--- src/rtl/serial_frame_pkg.sv ---
`default_nettype none
// ============================================================================
// Module     : serial_frame_pkg
// Description: Shared types and constants for the serial frame controller.
//              Holds the controller state encoding, the default field widths
//              and the frame header length.
// Revision   : 1.0 - initial release
// ============================================================================
package serial_frame_pkg;

  // Default field widths: port-number field and payload-length field.
  localparam int PORT_W_DEF = 2;
  localparam int CNT_W_DEF  = 4;

  // Header = start bit + port field + length field.
  function automatic int frame_hdr_len(input int pw, input int cw);
    return 1 + pw + cw;
  endfunction

  localparam int HDR_LEN = frame_hdr_len(PORT_W_DEF, CNT_W_DEF);

  // Controller states. PARITY is reachable only when the parity check is
  // built in.
  typedef enum logic [2:0] {
    IDLE     = 3'd0,
    GET_PORT = 3'd1,
    GET_CNT  = 3'd2,
    SEND     = 3'd3,
    PARITY   = 3'd4,
    DONE     = 3'd5
  } state_t;

endpackage
`default_nettype wire

--- src/rtl/serial_frame_ser_shift_in.sv ---
`default_nettype none
// ============================================================================
// Module     : ser_shift_in
// Description: MSB-first serial-to-parallel shift register with shift enable.
//              Each enabled cycle shifts the register left by one and inserts
//              i_bit at the LSB, so the first bit received ends up as MSB.
// Revision   : 1.0 - initial release
//
// Ports:
//   clk    in   1      clock, rising edge
//   rst_n  in   1      synchronous active-low reset (clears the register)
//   i_en   in   1      shift enable
//   i_bit  in   1      serial bit to insert at the LSB
//   o_data out  WIDTH  current register contents
// ============================================================================
module ser_shift_in
  import serial_frame_pkg::*;
#(
  parameter int WIDTH = PORT_W_DEF
) (
  input  logic             clk,
  input  logic             rst_n,
  input  logic             i_en,
  input  logic             i_bit,
  output logic [WIDTH-1:0] o_data
);

  logic [WIDTH-1:0] r_data;

  generate
    if (WIDTH == 1) begin : g_single
      // A one-bit field is just a load-enabled flop.
      always_ff @(posedge clk) begin
        if (!rst_n) begin
          r_data <= '0;
        end else if (i_en) begin
          r_data <= i_bit;
        end
      end
    end else begin : g_multi
      always_ff @(posedge clk) begin
        if (!rst_n) begin
          r_data <= '0;
        end else if (i_en) begin
          r_data <= {r_data[WIDTH-2:0], i_bit};
        end
      end
    end
  endgenerate

  assign o_data = r_data;

endmodule
`default_nettype wire

--- src/rtl/serial_frame_ctrl.sv ---
`default_nettype none
// ============================================================================
// Module     : serial_frame_ctrl
// Description: Frame controller for a 1-to-N serial port demultiplexer.
//              Parses ser_in frames of the form
//                start(0) | port[PORT_W] | length[CNT_W] | payload[length]
//              (fields MSB-first), drives the demux select during the
//              payload and qualifies each payload bit with data_valid.
//              Optional build macro: PARITY_CHECK_EN
//                defined   - one even-parity bit follows the payload; a
//                            mismatch raises err together with done.
//                undefined - no parity bit, err is tied low.
// Revision   : 1.0 - initial release
//
// Ports:
//   clk        in   1       clock, all state updates on rising edge
//   rst_n      in   1       synchronous active-low reset
//   ser_in     in   1       serial frame input
//   port_num   out  PORT_W  demux select (captured port field)
//   ser_out    out  1       payload bit to demux (ser_in during SEND, else 0)
//   data_valid out  1       high exactly during payload bit cycles
//   busy       out  1       high in every state except IDLE
//   done       out  1       one-cycle pulse in the DONE state
//   err        out  1       one-cycle parity-error pulse, coincident with done
// ============================================================================
module serial_frame_ctrl
  import serial_frame_pkg::*;
#(
  parameter int PORT_W = PORT_W_DEF,
  parameter int CNT_W  = CNT_W_DEF
) (
  input  logic              clk,
  input  logic              rst_n,
  input  logic              ser_in,
  output logic [PORT_W-1:0] port_num,
  output logic              ser_out,
  output logic              data_valid,
  output logic              busy,
  output logic              done,
  output logic              err
);

  // Bit counter must index the longer of the two header fields.
  localparam int MAX_FIELD_W = (PORT_W > CNT_W) ? PORT_W : CNT_W;
  localparam int BIT_W       = $clog2(MAX_FIELD_W + 1);

  localparam logic [BIT_W-1:0] c_port_last = BIT_W'(PORT_W - 1);
  localparam logic [BIT_W-1:0] c_cnt_last  = BIT_W'(CNT_W - 1);
  localparam logic [CNT_W-1:0] c_one       = CNT_W'(1);

  // State entered once the payload has been consumed.
`ifdef PARITY_CHECK_EN
  localparam state_t c_post_payload = PARITY;
`else
  localparam state_t c_post_payload = DONE;
`endif

  state_t           r_state;
  state_t           w_state_nxt;
  logic [BIT_W-1:0] r_bit_cnt;
  logic [CNT_W-1:0] r_remaining;
  logic [CNT_W-1:0] w_count;
  logic [CNT_W-1:0] w_cnt_full;
  logic [PORT_W-1:0] w_port;
  logic             w_port_en;
  logic             w_cnt_en;
  logic             w_cnt_last;
  logic             r_done;
  logic             r_err;
  // The length register MSB shifts out on the final length bit; the
  // decision uses the assembled value instead.
  logic             w_unused_cnt_msb;

  // --------------------------------------------------------------------------
  // Header field capture
  // --------------------------------------------------------------------------
  assign w_port_en = (r_state == GET_PORT);
  assign w_cnt_en  = (r_state == GET_CNT);

  ser_shift_in #(
    .WIDTH (PORT_W)
  ) u_port_shift (
    .clk    (clk),
    .rst_n  (rst_n),
    .i_en   (w_port_en),
    .i_bit  (ser_in),
    .o_data (w_port)
  );

  ser_shift_in #(
    .WIDTH (CNT_W)
  ) u_cnt_shift (
    .clk    (clk),
    .rst_n  (rst_n),
    .i_en   (w_cnt_en),
    .i_bit  (ser_in),
    .o_data (w_count)
  );

  // On the last length bit the register does not yet hold it, so the full
  // length is assembled from the stored bits plus the live input.
  assign w_cnt_full       = {w_count[CNT_W-2:0], ser_in};
  assign w_cnt_last       = w_cnt_en && (r_bit_cnt == c_cnt_last);
  assign w_unused_cnt_msb = w_count[CNT_W-1];

  // --------------------------------------------------------------------------
  // State register
  // --------------------------------------------------------------------------
  always_ff @(posedge clk) begin
    if (!rst_n) begin
      r_state <= IDLE;
    end else begin
      r_state <= w_state_nxt;
    end
  end

  // --------------------------------------------------------------------------
  // Next-state logic
  // --------------------------------------------------------------------------
  always_comb begin
    w_state_nxt = r_state;
    case (r_state)
      IDLE: begin
        if (!ser_in) begin
          w_state_nxt = GET_PORT;
        end
      end
      GET_PORT: begin
        if (r_bit_cnt == c_port_last) begin
          w_state_nxt = GET_CNT;
        end
      end
      GET_CNT: begin
        if (w_cnt_last) begin
          w_state_nxt = (w_cnt_full == '0) ? c_post_payload : SEND;
        end
      end
      SEND: begin
        if (r_remaining == c_one) begin
          w_state_nxt = c_post_payload;
        end
      end
      PARITY:  w_state_nxt = DONE;
      DONE:    w_state_nxt = IDLE;
      default: w_state_nxt = IDLE;
    endcase
  end

  // --------------------------------------------------------------------------
  // Field bit counter and payload down-counter
  // --------------------------------------------------------------------------
  always_ff @(posedge clk) begin
    if (!rst_n) begin
      r_bit_cnt <= '0;
    end else if (r_state != w_state_nxt) begin
      r_bit_cnt <= '0;
    end else if ((r_state == GET_PORT) || (r_state == GET_CNT)) begin
      r_bit_cnt <= r_bit_cnt + BIT_W'(1);
    end
  end

  always_ff @(posedge clk) begin
    if (!rst_n) begin
      r_remaining <= '0;
    end else if (w_cnt_last) begin
      r_remaining <= w_cnt_full;
    end else if ((r_state == SEND) && (r_remaining > c_one)) begin
      // Floor at 1: the exit condition is remaining == 1.
      r_remaining <= r_remaining - c_one;
    end
  end

  // --------------------------------------------------------------------------
  // Frame-end pulses. Registered on entry to DONE so they are high for the
  // whole DONE cycle.
  // --------------------------------------------------------------------------
`ifdef PARITY_CHECK_EN
  logic r_par;

  // Running XOR of payload bits, cleared as the start bit is accepted.
  always_ff @(posedge clk) begin
    if (!rst_n) begin
      r_par <= 1'b0;
    end else if ((r_state == IDLE) && !ser_in) begin
      r_par <= 1'b0;
    end else if (r_state == SEND) begin
      r_par <= r_par ^ ser_in;
    end
  end

  always_ff @(posedge clk) begin
    if (!rst_n) begin
      r_err <= 1'b0;
    end else begin
      r_err <= (r_state == PARITY) && (r_par ^ ser_in);
    end
  end
`else
  assign r_err = 1'b0;
`endif

  always_ff @(posedge clk) begin
    if (!rst_n) begin
      r_done <= 1'b0;
    end else begin
      r_done <= (w_state_nxt == DONE);
    end
  end

  // --------------------------------------------------------------------------
  // Outputs
  // --------------------------------------------------------------------------
  assign port_num   = w_port;
  assign busy       = (r_state != IDLE);
  assign data_valid = (r_state == SEND);
  assign ser_out    = data_valid & ser_in;
  assign done       = r_done;
  assign err        = r_err;

endmodule
`default_nettype wire
--- config.mk ---
export PLATFORM = sky130hd
export DESIGN_NAME = serial_frame_ctrl
export DESIGN_NICKNAME = d
export VERILOG_FILES = /design/src/rtl/serial_frame_pkg.sv /design/src/rtl/serial_frame_ser_shift_in.sv /design/src/rtl/serial_frame_ctrl.sv
export SDC_FILE = /design/constraint.sdc
export NUM_CORES = 1
export LEC_CHECK = 0
export CORE_MARGIN = 4
export CORE_UTILIZATION = 53
export CTS_CLUSTER_DIAMETER = 120
export DETAILED_ROUTE_END_ITERATION = 16
export PLACE_DENSITY = 0.76
export SYNTH_ARGS = -nofsm -noshare
export SYNTH_HDL_FRONTEND = slang
export SYNTH_SLANG_ARGS = --single-unit
--- constraint.sdc ---
create_clock -name clk -period 3.3 [get_ports clk]
set_input_delay 0.99 -clock clk [delete_from_list [all_inputs] [get_ports clk]]
set_output_delay 0.99 -clock clk [all_outputs]
set_load 0.005 [all_outputs]
Word-level counts from Yosys, hierarchy flattened
Cells that the tools add are included.
{ "word_totals": {"ff_bits": 16, "input_bits": 3, "out_inout_bits": 7, "word_cells": 36} }
{ "classes": {"n_addsub": 2, "order_cmp": 1, "eq_ne": 9, "mux": 8, "n_bitwise": 2, "n_reduce_logical": 8} }
{ "op_table": {"columns": ["operator", "n"], "rows": [
  ["two-way mux 3 bit", 5],
  ["case mux 3 bit (5 select lines)", 1],
  ["equality test 3 x 2 -> 1 bit, second input constant", 3],
  ["two-way mux 4 bit", 2],
  ["equality test 3 x 1 -> 1 bit, second input constant", 2],
  ["equality test 3 bit, second input constant", 2],
  ["equality test 4 x 1 -> 1 bit, second input constant", 1],
  ["greater-than comparator 4 x 1 -> 1 bit, second input constant", 1],
  ["logical NOT 4 bit", 1],
  ["subtractor 4 x 1 -> 4 bit, second input constant", 1],
  ["adder 3 x 1 -> 3 bit, second input constant", 1],
  ["logical NOT 3 bit", 1],
  ["!= test 3 bit", 1],
  ["nonzero test 3 bit", 1],
  ["logical AND 1 bit", 2],
  ["nonzero test 2 bit", 1],
  ["OR reduction 2 bit", 1],
  ["AND 1 bit", 1],
  ["logical OR 1 bit", 1],
  ["inverter 1 bit", 1]
]} }

Depth between registers and ports, before layout
Gate-level depths: netlist of the first run.
{ "depth": {"depth_word": 6, "ltp_mapped": 6, "ltp_nobuf": 6} }

Cells and area by module
From an unflattened synthesis of the first run, not the netlist that was laid out.
{ "hier_totals": {"hier_cells": 99, "hier_area_um2": 945.9} }
{ "by_module_without_submodules": {"columns": ["mod", "n_inst", "cells_per_inst", "area_per_inst_um2", "seq_area_each_um2"], "rows": [
  ["serial_frame_ctrl", 1, 80, 716.9, 220.2],
  ["ser_shift_in at u_cnt_shift", 1, 13, 156.4, 80.1],
  ["ser_shift_in at u_port_shift", 1, 6, 72.6, 40.0]
]} }

Worst setup path after synthesis of the first run
OpenSTA, ideal clock, no wires.
{ "synth_path": {"path_type": "input to output", "startpoint": "input ser_in", "endpoint": "output ser_out", "arrival_ns": 1.115, "t_required_ns": 2.310, "path_slack_ns": 1.195, "path_stages": 1, "n_path_buf": 0, "path_cell_list": "and2_1"} }
{ "synth_between": {"elab_chain_len": 1} }
{ "synth_lines": {"columns": ["element", "line_no", "source"], "rows": [
  ["from (decl)", "serial_frame_ctrl.sv:34", "input logic ser_in,"],
  ["AND 1 bit", "serial_frame_ctrl.sv:216", "assign ser_out = data_valid & ser_in;"],
  ["to (decl)", "serial_frame_ctrl.sv:36", "output logic ser_out,"]
]} }
Every way passes these cells.

Final worst setup path of the first run
Ends and elaborated chain as after synthesis.

==> results.md, run 1 <==
Route:
- After detailed routing, the number of remaining DRC violations is 0.
- The violation count after the first detailed-routing iteration is 13.
- The routed layout has 705 vias.
- For this run, the detailed router's first-pass iteration total came to 4.
- The detail route stage leaves a number of antenna-violating nets equal to 0.
- The wire length per cell is 13.2 µm.
- Summed over all layers, the routed wires come to 1620 µm.
- In the routed layout, each cell is associated on average with a via count of 5.73.

Critical path:
- The delay contributed by the slowest stage of the critical path is 520 ps.
- The cell occurring most often along the worst timing path is sky130_fd_sc_hd__clkdlybuf4s50_1.
- The most critical setup path has its startpoint at ser_in.
- The reg2reg setup slack is 1610 ps.
- In this run the worst setup path terminates at ser_out.
- The largest individual stage delay along the critical path comes from the cell sky130_fd_sc_hd__clkdlybuf4s50_1.
- The signal on the critical path passes through clkdlybuf4s50_1 > and2_1 > clkdlybuf4s50_1.
- The end of the worst register-to-register path is r_bit_cnt[1].
- The critical path startpoint category is an input pin.
- Data on the critical path is required at its endpoint by 2310 ps.
- STA classifies the critical path endpoint as a primary output.
- STA puts the critical path data arrival time at 2130 ps.
- The highest net fanout along the worst path is 2.
- In this run the number of cells on the critical path is 3.
- The worst reg2reg path startpoint is r_bit_cnt[0].
- Counting cells, the worst reg-to-reg path comes to 6.
- The family with the most delay on the worst path is buffers and inverters.
- The kind of critical path is input pin to primary output.
- The critical path buffer and inverter count is 2.

Die:
- The die is 49.3 µm wide.
- The die area is 2430 µm².
- Once the floorplan was initialized, standard cells occupied 58.1% of the core.
- Pin placement for this block handled 10 I/O pins.
- The total area inside the core boundary comes to 1560 µm².
- The floorplan die height is 49.3 µm.
- The floorplan row count is 14.

Global route:
- After global routing the overflow that remains totals 0.
- Global routing used 15.4% of the available tracks.
- The number of global-route vias before repair is 649.
- The largest net degree at the start of global routing is 14.
- The first global-routing pass estimated 2850 µm of wire.
- The number of antenna violations at the first check in global routing is 0.

Logic synthesis:
- The synthesized design contains 16 register bits.
- The total nets after synthesis is 107.
- The share of async-settable or async-resettable flops after synthesis is 0%.
- The synthesized cell area is 906 µm².
- In the post-synthesis netlist, the biggest area contributors are sky130_fd_sc_hd__dfxtp_1, sky130_fd_sc_hd__ha_1, sky130_fd_sc_hd__mux2i_1.
- A synthesized cell averages 9.15 µm².
- The cell type contributing the most total cell area after synthesis is sky130_fd_sc_hd__dfxtp_1.
- During synthesis, Yosys emitted a total of 0 warnings.
- The prevailing post-synth register cell is sky130_fd_sc_hd__dfxtp_1.
- The area share of the largest cell type after synthesis is 35.4%.
- The most frequent cell after synthesis is sky130_fd_sc_hd__dfxtp_1.
- The number of enable-type register cells in the synthesized netlist is 0.
- The distinct cell type count after synthesis is 38.
- Counting every instance in the synthesized netlist gives 99.
- The commonest cells after synthesis are sky130_fd_sc_hd__dfxtp_1, sky130_fd_sc_hd__nor2_1, sky130_fd_sc_hd__nand2_1, sky130_fd_sc_hd__nor2b_1, sky130_fd_sc_hd__inv_1.
- The sequential area share after synthesis is 35.4%.

Cells and area:
- Cells with a size suffix above 1 make up 13.1% of the layout.
- The antenna diode count is 0.
- Compared with the post-synthesis result, the final layout area differs by 12.4%.
- The number of filler cells placed in the layout is 146.
- The post-layout net count is 116.

CTS:
- The insertion delay to the later sink of the worst-skew pair is 280 ps.
- Clock tree synthesis inserted a total of 3 buffers.
- The H-tree level count is 1.
- TritonCTS built the clock tree.
- The maximum clock insertion buffer count is 2.
- After clock tree synthesis, the setup repair step added 0 buffers.
- Clock-pin slew was measured on the worst setup and hold paths at 90 ps.
- The TritonCTS sink count is 16.
- The root cell of the clock tree is sky130_fd_sc_hd__clkbuf_4.
- Hold repair after CTS inserted 0 buffers.
- In this run, post-CTS repair resized a total of 0 instances.

STA:
- After layout, the minimum clock period comes to 3120 ps.
- The hold violation total from the final report is 0.
- The count of final max-slew check failures was 0.
- The final count of negative-setup-slack endpoints is 0.
- Headroom to the max-slew limit came out at 61.8%.
- The aggregate negative setup slack is 0 ps.
- The transition time at the pin with the least slew margin is 568 ps.
- After layout, the worst path uses 94.7% of the clock period.
- The setup clock skew after layout is 2.19 ps.
- Setup repair after global routing left no endpoint under its margin.
- For this run, the top clock speed supported by timing is 320 MHz.
- The final critical-path setup slack is 176 ps.

Power and ir drop:
- The worst-case IR drop observed on VDD is 0.306 mV.
- The static leakage is 0.377 nW.
- Dividing total power by cell area gives a power density of 393 nW/µm².

Worst hold path:
- The class of the tightest hold or removal check is flip-flop to flip-flop.
- The hold path startpoint is u_cnt_shift.o_data[0].

Place:
- Prior to clock tree synthesis, the placed netlist has a worst setup slack of 188 ps.
- The count of input and output buffers is 8.
- Summed over all nets, the half-perimeter wirelength after detailed placement is 1230 µm.
- At the end of routability-driven placement, the weighted congestion stood at 0.760.

Run:
- Max-cap violations in this run came to 0.

Status:
- The flow ran to the end, and the final reports show no timing, DRC or antenna violations.
## final cells by class
| class | instances | area (µm²) | area share (%) |
|---|---|---|---|
| multi-input combinational | 71 | 524 | 51.5 |
| sequential | 16 | 320 | 31.4 |
| timing repair buffer | 10 | 95.1 | 9.34 |
| clock buffer | 4 | 36.3 | 3.56 |
| inverter | 6 | 22.5 | 2.21 |
| tap | 16 | 20.0 | 1.97 |
## per-stage QoR
step | hold slack, ps | total power [mW] | utilization (%) | area [µm²] | cells
6_report | 513 | 0.400 | 65.3 | 1020 | 123
5_1_grt | 546 | 0.427 | 65.3 | 1020 | 123
4_1_cts | 514 | 0.405 | 65.3 | 1020 | 123
3_5_place_dp | 500 | 0.279 | 63.0 | 982 | 119
3_3_place_gp | 488 | 0.277 | 63.0 | 982 | 119
2_1_floorplan | 471 | 0.262 | - | 906 | 99
## flip-flops by register name, indices dropped and copies added, names as in the netlist
| name | flops |
|---|---|
| r_bit_cnt | 3 |
| done | 1 |
| u_port_shift.o_data | 2 |
| r_remaining | 4 |
| r_state | 3 |
| u_cnt_shift.o_data | 3 |
## routing by layer
| metal | GRT usage [%] | share of wire (%) | vias up |
|---|---|---|---|
| met5 | 0 | 0 | - |
| met4 | 5.69 | 1.9 | 0 |
| met3 | 5.81 | 4.7 | 4 |
| met2 | 23.4 | 45 | 15 |
| met1 | 19.5 | 48 | 325 |
| li1 | - | - | 361 |
## where the power goes
part	internal [mW]	switching, mW	total, mW
clock network	0.0671	0.0584	0.126
logic	0.0328	0.0303	0.0631
registers	0.201	0.00996	0.211
total	0.301	0.0986	0.400
## cells in the final DEF (no fill, tap or decap), drive strengths merged
cell type       n
dfxtp          16
nor2            9
clkdlybuf4s50   8
nor2b           8
nand2           7
inv             6
mux2i           5
ha              5
clkbuf          4
nor3b           3
o21ai           3
a21oi           3
xnor2           3
and3b           2
a31oi           2
a211oi          2
a21boi          2
buf             2
nor3            2
o31ai           2
or3             1
and2            1
nor4            1
a32o            1
o221a           1
a32oi           1
o2111ai         1
nand4b          1
mux2            1
o22ai           1
o311ai          1
xor2            1
conb            1
## worst min-delay path by stage
stage	to	slack, ps	depth (start not counted)
floorplan	r_remaining[1]	470	2
global placement	r_remaining[1]	490	2
detailed placement	r_remaining[1]	500	2
CTS	r_remaining[1]	510	2
global route	r_remaining[1]	550	2
finish	r_remaining[1]	510	2
## worst min-delay path, stage by stage, from the launching register on
cell	delay, ps
sky130_fd_sc_hd__dfxtp_1	350
sky130_fd_sc_hd__nand2_1	60
sky130_fd_sc_hd__o22ai_1	60
## kinds of logic (layout without fill, tap and decap cells)
group	count (synthesis)	count (layout)	synth area share [%]
and+or+nand+nor	35	35	21.8
AOI/OAI and AO/OA	20	20	17.7
DFF	16	16	35.4
buffers and inverters	12	20	6.77
muxes	6	6	7.18
adders and majority gates	5	5	6.91
xor gates and xnor gates	4	4	3.87
other	1	1	0.414
(Power assumes the default switching activity.)
==> run 2: changes to the inputs <==
HOLD_SLACK_MARGIN = 0.15   (was not set)
==> results of run 2 <==
No change in the layout: final DEF, timing and power equal those of run 1.
